`config.mk`:
```
export PLATFORM = sky130hd
export DESIGN_NAME = truth_table_sweeper
export DESIGN_NICKNAME = d
export VERILOG_FILES = /design/src/rtl/truth_table_sweeper.sv
export SDC_FILE = /design/constraint.sdc
export NUM_CORES = 1
export LEC_CHECK = 0
export CAP_MARGIN = 10
export CORE_MARGIN = 2
export CORE_UTILIZATION = 49
export CTS_BUF_LIST = sky130_fd_sc_hd__clkbuf_2 sky130_fd_sc_hd__clkbuf_4 sky130_fd_sc_hd__clkbuf_8
export DETAILED_ROUTE_END_ITERATION = 16
export GPL_TIMING_DRIVEN = 0
export PLACE_DENSITY_LB_ADDON = 0.05
export SLEW_MARGIN = 20
export SYNTH_ARGS = -nofsm -noshare
export SYNTH_HDL_FRONTEND = slang
export SYNTH_SLANG_ARGS = --single-unit
```
`constraint.sdc`:
```
create_clock -name clk -period 2.15 [get_ports clk]
set_clock_uncertainty 0.15 [all_clocks]
set_input_delay 0.43 -clock clk [delete_from_list [all_inputs] [get_ports clk]]
set_output_delay 0.43 -clock clk [all_outputs]
set_load 0.01 [all_outputs]
```
`src/rtl/truth_table_sweeper.sv`:
```
// rtl/truth_table_sweeper.sv - sequencer that sweeps a 3-input gate and checks its truth table
//
// Purpose: on start, drives the eight input vectors 000..111 onto one gate,
// holds each for SETTLE cycles, captures gate_out on the last held cycle and
// assembles an 8-bit truth-table code (bit 7 = input 000, bit 0 = input 111).
//
// Ports:
//   clk           in   clock, rising edge
//   rst           in   asynchronous active-high reset
//   start         in   one-cycle sweep request, honoured only in IDLE
//   abort         in   cancels a running sweep
//   gate_out      in   output of the gate under control
//   in1,in2,in3   out  gate input vector, in1 is the MSB
//   busy          out  high while vectors are being driven
//   done          out  one-cycle completion pulse
//   result_valid  out  high from done until the next start, abort or reset
//   table_out     out  assembled truth-table code
//   match         out  table_out equals EXPECTED and result is valid

module truth_table_sweeper #(
  parameter int         SETTLE   = 4,
  parameter logic [7:0] EXPECTED = 8'hE2
) (
  input  logic       clk,
  input  logic       rst,
  input  logic       start,
  input  logic       abort,
  input  logic       gate_out,
  output logic       in1,
  output logic       in2,
  output logic       in3,
  output logic       busy,
  output logic       done,
  output logic       result_valid,
  output logic [7:0] table_out,
  output logic       match
);

  localparam int             CW     = $clog2(SETTLE + 1);
  localparam logic [CW-1:0]  RELOAD = CW'(SETTLE - 1);

  typedef enum logic [1:0] {
    ST_IDLE,
    ST_SETTLE,
    ST_DONE
  } state_t;

  state_t        state, state_d;
  logic [2:0]    idx, idx_d;
  logic [CW-1:0] cnt, cnt_d;
  logic [7:0]    table_q, table_d;
  logic          rv_q, rv_d;

  always_ff @(posedge clk or posedge rst) begin
    if (rst) begin
      state   <= ST_IDLE;
      idx     <= 3'd0;
      cnt     <= '0;
      table_q <= 8'd0;
      rv_q    <= 1'b0;
    end else begin
      state   <= state_d;
      idx     <= idx_d;
      cnt     <= cnt_d;
      table_q <= table_d;
      rv_q    <= rv_d;
    end
  end

  always_comb begin
    state_d = state;
    idx_d   = idx;
    cnt_d   = cnt;
    table_d = table_q;
    rv_d    = rv_q;
    case (state)
      ST_IDLE: begin
        // abort in the same cycle as start suppresses the sweep
        if (start && !abort) begin
          state_d = ST_SETTLE;
          idx_d   = 3'd0;
          cnt_d   = RELOAD;
          table_d = 8'd0;
          rv_d    = 1'b0;
        end
      end
      ST_SETTLE: begin
        if (abort) begin
          // partially captured bits stay in table_q
          state_d = ST_IDLE;
          idx_d   = 3'd0;
          cnt_d   = '0;
          rv_d    = 1'b0;
        end else if (cnt != '0) begin
          cnt_d = cnt - 1'b1;
        end else begin
          // last cycle of this vector's hold window: capture the gate output
          table_d[3'd7 - idx] = gate_out;
          if (idx != 3'd7) begin
            idx_d = idx + 3'd1;
            cnt_d = RELOAD;
          end else begin
            state_d = ST_DONE;
            idx_d   = 3'd0;
            rv_d    = 1'b1;
          end
        end
      end
      ST_DONE: begin
        state_d = ST_IDLE;
      end
      default: begin
        state_d = ST_IDLE;
      end
    endcase
  end

  // vector is forced to 000 whenever no sweep is running
  assign {in1, in2, in3} = (state == ST_SETTLE) ? idx : 3'b000;
  assign busy            = (state == ST_SETTLE);
  assign done            = (state == ST_DONE);
  assign result_valid    = rv_q;
  assign table_out       = table_q;
  assign match           = rv_q && (table_q == EXPECTED);

endmodule

```
==> results of run 1 <==
state kept, by name, summed over array words and instances (netlist names):
signal and count:
idx 3, table_out 8, state 2, result_valid 1
cnt 3
final cells by class:
type / count / area (sq um) / area share
Inverter: 7 / 26.3 / 0.0189
Clock inverter: 1 / 5.00 / 0.00360
Multi-Input combinational cell: 77 / 622 / 0.447
Tap cell: 28 / 35.0 / 0.0252
Sequential cell: 17 / 425 / 0.306
Clock buffer: 3 / 22.5 / 0.0162
Buffer: 8 / 58.8 / 0.0423
Timing Repair Buffer: 22 / 195 / 0.140
final timing paths:
| path | startpoint | to | slack, ns | depth (start not counted) |
|---|---|---|---|---|
| min in group asynchronous | rst | result_valid | 0.35 | 2 |
| max reg2reg | cnt[0] | table_out[5] | 0.25 | 5 |
| max in group asynchronous | rst | table_out[3] | 1.07 | 2 |
| min reg2reg | cnt[1] | cnt[1] | 0.38 | 1 |
| min | abort | state[0] | 0.26 | 2 |
| max | table_out[5] | match | 0.11 | 4 |
cell families (layout without fill, tap and decap cells):
kind of cell | count (synthesis) | after routing | share of synthesized area
buffers and inverters | 15 | 41 | 0.0743
muxes | 3 | 3 | 0.0282
adders and majority gates | 4 | 4 | 0.0450
DFF | 17 | 17 | 0.383
AOI/OAI and AO/OA | 23 | 23 | 0.198
and+or+nand+nor | 47 | 47 | 0.271
timing repair:
action / CTS / global route
hold endpoints to repair: 0 / 0
gates resized for setup: 9 / 8
endpoints found under the setup margin: 5 / 4
buffers inserted: 2 / 2
worst max-delay path, delay by kind of cell (launching register included):
kind          cells  cell delay, ns
flops             1            0.44
buf+inv           1            0.17
simple gates      3            0.55
metal layers:
layer / track usage / vias to the layer above / share of wire
met4: 0.0921 / 0 / 0.016
met5: 0 / - / 0
met3: 0.0431 / 5 / 0.053
li1: - / 459 / -
met2: 0.370 / 32 / 0.49
met1: 0.325 / 483 / 0.44
per-stage QoR:
stage / hold WS [ns] / cells
after detailed placement: 0.354 / 155
after floorplan: 0.206 / 109
after global placement: 0.347 / 155
after CTS: 0.252 / 161
final: 0.258 / 163
after global routing: 0.274 / 163
power by group:
part / switching (uW) / total (uW) / leakage (uW) / internal (uW)
sequential: 30.9 / 380 / 0.000229 / 349
combinational: 114 / 240 / 0.000483 / 126
clock: 114 / 184 / 0.0000177 / 69.6
Yosys cell counts:
library cell / count / area, sq um
a22o_1: 2 / 17.5
a221o_1: 3 / 30.0
inv_1: 7 / 26.3
nand2b_1: 3 / 18.8
or3b_4: 1 / 11.3
a211oi_1: 1 / 7.51
mux2_1: 1 / 11.3
mux2i_1: 2 / 20.0
nand3b_4: 1 / 20.0
nor4bb_1: 1 / 10.0
ha_1: 4 / 50.1
o311a_1: 1 / 10.0
nor3b_1: 2 / 15.0
nor2_1: 6 / 22.5
and2_1: 3 / 18.8
nand3_1: 1 / 5.00
nand4_1: 1 / 6.26
nor3_1: 8 / 40.0
clkbuf_1: 2 / 7.51
or3b_1: 2 / 17.5
a32o_1: 1 / 10.0
buf_6: 3 / 33.8
nand3b_1: 5 / 37.5
nand2_1: 3 / 11.3
a21o_1: 1 / 7.51
a211o_1: 5 / 43.8
dfrtp_1: 17 / 425
o211ai_1: 1 / 7.51
nor2b_1: 3 / 18.8
buf_2: 3 / 15.0
and3b_1: 2 / 17.5
o221ai_1: 2 / 17.5
a21oi_1: 2 / 10.0
a221oi_4: 1 / 26.3
o31ai_1: 2 / 15.0
and3_1: 5 / 31.3
a211o_4: 1 / 17.5
==> results.toml, run 1 <==
[synth]
synthCells = 109
ys_seq_area_frac = 0.383
synth.net_count = 118
synth_area_per_cell_sq_um = 10.2
ys_ff_latch = 17
yosys.cell_types.count = 37
synthesis.area_sq_mm = 0.00111
yosys_warnings = 0

[clock_tree]
clock-root-buffer = "clkbuf_4"
clk_pin_slew_worst_paths_ns = 0.11
cts.sinks = 17
clk_path_buf_depth = 2
cts_buffers = 3
clk_latency_ns = 0.31
ctsHoldBuffers = 0
htree_levels = 1
cts_tree = "yes"

[placed_design]
post-place-ws_ns = -0.0869
post_dp_cell_area_sq_mm = 0.00133
dp_hpwl_microns = 1780
gp_congestion = 0.799
io_buffers = 18

[sta]
fmax_mhz = 491
finalCritPeriodShare = 0.948
worst_slew_pin_slew_ns = 0.659
hold_viol = 0
setup_tns_ns = 0
rsz0062_at_grt = "false"
max_slew_margin = 0.560
fin_ws_ns = 0.112
setup_viol = 0
maxSlewViolCount = 0
min_period_ns = 2.04

[global_routing]
antenna_found_initial = 0
grt-ovfl-total = 0
grt_pass1_vias = 973
grt_max_degree = 18
grt_pass1_wl_microns = 4630
grt_usage = 0.237

[die]
io_pins = 20
die_h_microns = 51.6
die_area_sq_mm = 0.00266
start_util = 0.512
rows = 17
core_area_sq_mm = 0.00217
die_w_microns = 51.6

[pwr]
total_leakage_power_uw = 0.000730
power_density_mw_per_mm2 = 578
power.total_uw = 804
irDropWorstVdd_mv = 0.384

[route]
wl_per_cell_microns = 16.1
vias = 979
postRouteAntennaNets = 0
wirelength_microns = 2630
drt_iter0_markers = 27
firstDrtPassIters = 4
drc = 0
avgViaCountPerCell = 6.01

[cells_and_area]
fin_area_sq_mm = 0.00139
n_antenna_cell = 0
final_common_cell = "dfrtp_1"
syn2layout_area_growth_pct = 25.1
final_util = 0.641
nFillCells = 207
final_nets = 145
final_cell_mix = "dfrtp_1, clkdlybuf4s50_1, inv_1, nor3_1, nor2_1"
drive_gt1_frac = 0.178

[critical_path]
crit_required_ns = 1.57
start_kind = "flop"
slowest_stage = "dfrtp_1"
crit_fanout = 3
worstPathArrival_ns = 1.46
end_kind = "primary output"
critical-path-max-stage-delay_ns = 0.44
crit_chain = "nand4_1 -> nor3_2 -> nor4bb_2 -> clkbuf_2"
critical_path_class = "reg -> out"

[job]
maxCapViolations = 0

[status]
outcome = "completed"

[min_path]
hp-class = "in -> reg"
(Power assumes the default switching activity.)
==> run 2, diff against run 1 <==
--- a/config.mk
+++ b/config.mk
@@ -6,13 +6,12 @@
 export NUM_CORES = 1
 export LEC_CHECK = 0
 export CAP_MARGIN = 10
-export CORE_MARGIN = 2
+export CORE_MARGIN = 4
 export CORE_UTILIZATION = 49
 export CTS_BUF_LIST = sky130_fd_sc_hd__clkbuf_2 sky130_fd_sc_hd__clkbuf_4 sky130_fd_sc_hd__clkbuf_8
 export DETAILED_ROUTE_END_ITERATION = 16
 export GPL_TIMING_DRIVEN = 0
 export PLACE_DENSITY_LB_ADDON = 0.05
-export SLEW_MARGIN = 20
 export SYNTH_ARGS = -nofsm -noshare
 export SYNTH_HDL_FRONTEND = slang
 export SYNTH_SLANG_ARGS = --single-unit
==> results.toml, run 2 (synthesis gave the netlist of run 1 again) <==
[route]
vias = 962
wirelength_microns = 2680
wl_per_cell_microns = 16.5
avgViaCountPerCell = 5.90
drc = 0
drt_iter0_markers = 16
firstDrtPassIters = 4
postRouteAntennaNets = 0

[critical_path]
start_kind = "flop"
crit_fanout = 10
critical_path_class = "reg -> out"
crit_buf_inv = 3
crit_chain = "buf_6 -> nor2b_4 -> buf_6 -> and2_1 -> clkdlybuf4s15_1"
end_kind = "primary output"
crit_family = "buffers and inverters"
cp_num_cells = 5
reg2reg_depth = 5
crit_required_ns = 1.57
cpMostUsedCell = "buf_6"
worstPathArrival_ns = 1.48
critical-path-max-stage-delay_ns = 0.38
slowest_stage = "dfrtp_1"

[cells_and_area]
largest_reg_flops = 8
final_nets = 146
nFillCells = 172
final_util = 0.682
final_common_cell = "dfrtp_1"
syn2layout_area_growth_pct = 26.6
drive_gt1_frac = 0.162
n_antenna_cell = 0
final_cell_mix = "dfrtp_1, clkdlybuf4s50_1, inv_1, nor3_1, nor2_1"

[placed_design]
dp_hpwl_microns = 1900
gp_congestion = 0.822
io_buffers = 18

[sta]
rsz0062_at_grt = "false"
finalCritPeriodShare = 0.960
min_period_ns = 2.06
fmax_mhz = 485
max_slew_margin = 0.543
maxSlewViolCount = 0
setup_tns_ns = 0
worst_slew_pin_slew_ns = 0.685
setup_viol = 0
hold_viol = 0

[clock_tree]
clock-root-buffer = "clkbuf_4"
htree_levels = 1
ctsHoldBuffers = 0
clk_path_buf_depth = 2
cts_tree = "yes"
cts_buffers = 3
clk_pin_slew_worst_paths_ns = 0.11
clk_latency_ns = 0.29
cts.sinks = 17

[die]
core_area_sq_mm = 0.00206
start_util = 0.539
die_area_sq_mm = 0.00309
die_w_microns = 55.6
die_h_microns = 55.6
io_pins = 20
rows = 16

[global_routing]
grt-busiest-layer = "met2"
antenna_found_initial = 0
grt_usage = 0.190
grt-ovfl-total = 0
grt_max_degree = 18
grt_pass1_wl_microns = 4750
grt_pass1_vias = 989
grt.met1_usage = 0.253
use_met2 = 0.301
use_met3 = 0.0394

[status]
outcome = "completed"

[pwr]
total_leakage_power_uw = 0.000737
power.total_uw = 805
power_density_mw_per_mm2 = 573
irDropWorstVdd_mv = 0.391

[min_path]
hold_depth = 2
hp-class = "in -> reg"

[job]
maxCapViolations = 0
-- run 2: worst reg2reg max path, stage by stage, from the launching register on --
cell	delay, ns
dfrtp_1	0.41
inv_1	0.08
ha_1	0.31
nand2b_1	0.15
a221oi_4	0.37
mux2_1	0.36
-- run 2: what timing repair did --
action | in CTS | in global routing
buffers inserted | 5 | 0
pin swaps | 0 | 0
setup endpoints to repair | 5 | 4
resized for setup | 9 | 7
-- run 2: cell type report --
class | count | area, sq um | share of cell area
buffer | 8 | 62.6 | 0.0445
clock buffer | 4 | 30.0 | 0.0214
inverter | 7 | 26.3 | 0.0187
multi-input combinational | 77 | 616 | 0.438
sequential | 17 | 425 | 0.302
tap | 27 | 33.8 | 0.0240
timing repair buffer | 23 | 213 | 0.151
-- run 2: worst paths after layout --
check | start | end | slack (ns)
max in group asynchronous | rst | table_out[6] | 1.02
min in group asynchronous | rst | state[1] | 0.39
min reg2reg | cnt[1] | cnt[1] | 0.38
max | state[0] | in2 | 0.09
min | abort | state[0] | 0.29
max reg2reg | cnt[0] | idx[0] | 0.21
-- run 2: metal layers --
metal	part of all wire	wire [microns]	up-vias
li1	-	-	460
met1	0.45	1210	465
met2	0.48	1300	29
met3	0.042	114	8
met4	0.022	59	0
met5	0	0	-
-- run 2: through the flow --
step | cell area [sq um] | hold slack [ns] | worst slack, ns | std cells
after floorplan | 1110 | 0.206 | 0.388 | 109
after global placement | 1330 | 0.346 | -0.0559 | 154
after detailed placement | 1330 | 0.357 | -0.0767 | 154
after CTS | 1390 | 0.279 | 0.0100 | 163
after global routing | 1410 | 0.290 | 0.00526 | 163
final | 1410 | 0.285 | 0.0870 | 163
-- run 2: power by group --
group,switching [uW],internal (uW)
combinational,117,128
clock,102,84.6
sequential,24.3,349
==> run 3, diff against run 2 <==
--- a/config.mk
+++ b/config.mk
@@ -5,13 +5,14 @@
 export SDC_FILE = /design/constraint.sdc
 export NUM_CORES = 1
 export LEC_CHECK = 0
-export CAP_MARGIN = 10
+export CAP_MARGIN = 40
 export CORE_MARGIN = 4
 export CORE_UTILIZATION = 49
 export CTS_BUF_LIST = sky130_fd_sc_hd__clkbuf_2 sky130_fd_sc_hd__clkbuf_4 sky130_fd_sc_hd__clkbuf_8
 export DETAILED_ROUTE_END_ITERATION = 16
 export GPL_TIMING_DRIVEN = 0
 export PLACE_DENSITY_LB_ADDON = 0.05
+export SLEW_MARGIN = 20
 export SYNTH_ARGS = -nofsm -noshare
 export SYNTH_HDL_FRONTEND = slang
 export SYNTH_SLANG_ARGS = --single-unit
==> constraint.sdc (replaced) <==
create_clock -name clk -period 2.66 [get_ports clk]
set_clock_uncertainty 0.15 [all_clocks]
set_input_delay 0.532 -clock clk [delete_from_list [all_inputs] [get_ports clk]]
set_output_delay 0.532 -clock clk [all_outputs]
set_load 0.01 [all_outputs]
==> results.toml, run 3 (synthesis gave the netlist of run 1 again) <==
[sta]
worst_slew_pin_slew_ns = 0.677
finalCritPeriodShare = 0.965
fmax_mhz = 390
max_slew_margin = 0.548
setup_viol = 0
setup_tns_ns = 0
min_period_ns = 2.57
hold_viol = 0
maxSlewViolCount = 0
rsz0062_at_grt = "false"

[die]
rows = 16
io_pins = 20
start_util = 0.539
die_h_microns = 55.6
die_area_sq_mm = 0.00309
core_area_sq_mm = 0.00206
die_w_microns = 55.6

[route]
route.met3.wl_microns = 100
drc = 0
wl_met2_microns = 1230
drt_iter0_markers = 16
highest_layer = "met4"
firstDrtPassIters = 4
postRouteAntennaNets = 0
vias = 927
wl_met1_microns = 1210
wl_per_cell_microns = 16.3
wirelength_microns = 2590
avgViaCountPerCell = 5.83

[critical_path]
slowest_stage = "clkdlybuf4s50_1"
reg2reg_to = "idx[0]"
cp_num_cells = 5
crit_buf_inv = 3
crit_required_ns = 1.98
startpoint = "state[0]"
crit_fanout = 10
reg2reg_depth = 5
endpoint = "in2"
critical-path-max-stage-delay_ns = 0.54
critical_path_class = "reg -> out"
crit_family = "buffers and inverters"
end_kind = "primary output"
worstPathArrival_ns = 1.88
ff2ff_setup_slack_ns = 0.72
start_kind = "flop"
crit_chain = "buf_6 -> nor2b_2 -> buf_4 -> and2_1 -> clkdlybuf4s50_1"
reg2reg_from = "cnt[0]"

[cells_and_area]
largest_reg_flops = 8
final_nets = 142
final_util = 0.666
final_cell_mix = "clkdlybuf4s50_1, dfrtp_1, inv_1, nor3_1, nor2_1"
final_common_cell = "clkdlybuf4s50_1"
n_antenna_cell = 0
syn2layout_area_growth_pct = 23.5
drive_gt1_frac = 0.129

[global_routing]
grt_max_degree = 18
grt_pass1_vias = 962
antenna_found_initial = 0
grt_pass1_wl_microns = 4590
grt-ovfl-total = 0
grt_usage = 0.182

[clock_tree]
clk_path_buf_depth = 2
htree_levels = 1
clock-root-buffer = "clkbuf_4"
cts_tree = "yes"
ctsHoldBuffers = 0
cts.sinks = 17
cts_buffers = 3
clk_pin_slew_worst_paths_ns = 0.11
clk_latency_ns = 0.29

[pwr]
power_density_mw_per_mm2 = 461
total_leakage_power_uw = 0.000682
irDropWorstVdd_mv = 0.315

[placed_design]
dp_hpwl_microns = 1900
gp_congestion = 0.822
io_buffers = 18

[job]
maxCapViolations = 0

[min_path]
hp-class = "reg -> reg"

[status]
outcome = "completed"
run 3: cell count changes in the layout (fill, tap and decap cells not counted), moves of 2 or more:
cell and delta:
clkdlybuf4s50_1 +6, dlygate4sd2_1 -2, clkdlybuf4s15_1 -2, buf_4 -3
run 3: layer usage:
layer,GRT usage,vias to the layer above
li1,-,450
met1,0.239,450
met2,0.299,19
met3,0.0371,8
met4,0.0590,0
met5,0,-
run 3: power by group:
part / switching, uW / total (uW) / internal (uW)
logic: 84.2 / 173 / 89.0
clock network: 83.6 / 152 / 68.4
registers: 24.7 / 307 / 282
run 3: worst min path at each step:
stage | end | cells past startpoint | startpoint | slack (ns)
final | cnt[1] | 1 | cnt[1] | 0.38
after detailed placement | cnt[1] | 1 | cnt[1] | 0.36
after floorplan | cnt[0] | 1 | rst | 0.31
after CTS | state[0] | 2 | abort | 0.38
after global routing | state[0] | 2 | abort | 0.39
after global placement | cnt[1] | 1 | cnt[1] | 0.35
run 3: area by class of cell:
class,instances,area [sq um]
tap,27,33.8
multi-input combinational,77,611
sequential,17,425
inverter,7,26.3
buffer,8,58.8
timing repair buffer,19,188
clock buffer,4,30.0
fill,174,689
run 3: repair_timing:
action / 4_1_cts / 5_1_grt
setup endpoints to repair: 1 / 3
setup buffers: 0 / 1
resized for setup: 1 / 2
cloned: 0 / 0
run 3: worst register-to-register path: cells and delay by family, from the launching register on:
family | cells | cell delay, ns
flops | 1 | 0.41
fa+ha+maj | 1 | 0.31
buf+inv | 1 | 0.08
simple gates | 1 | 0.15
mux | 1 | 0.36
compound gates | 1 | 0.37
run 3: per-stage QoR:
stage | cell area (sq um) | power (uW) | hold WS, ns | setup slack [ns] | instances
finish | 1370 | 632 | 0.382 | 0.0935 | 159
CTS | 1360 | 633 | 0.381 | 0.0490 | 158
detailed placement | 1330 | 483 | 0.357 | 0.331 | 154
global placement | 1330 | 477 | 0.346 | 0.352 | 154
floorplan | 1110 | 417 | 0.308 | 0.823 | 109
global route | 1370 | 671 | 0.387 | 0.00951 | 159
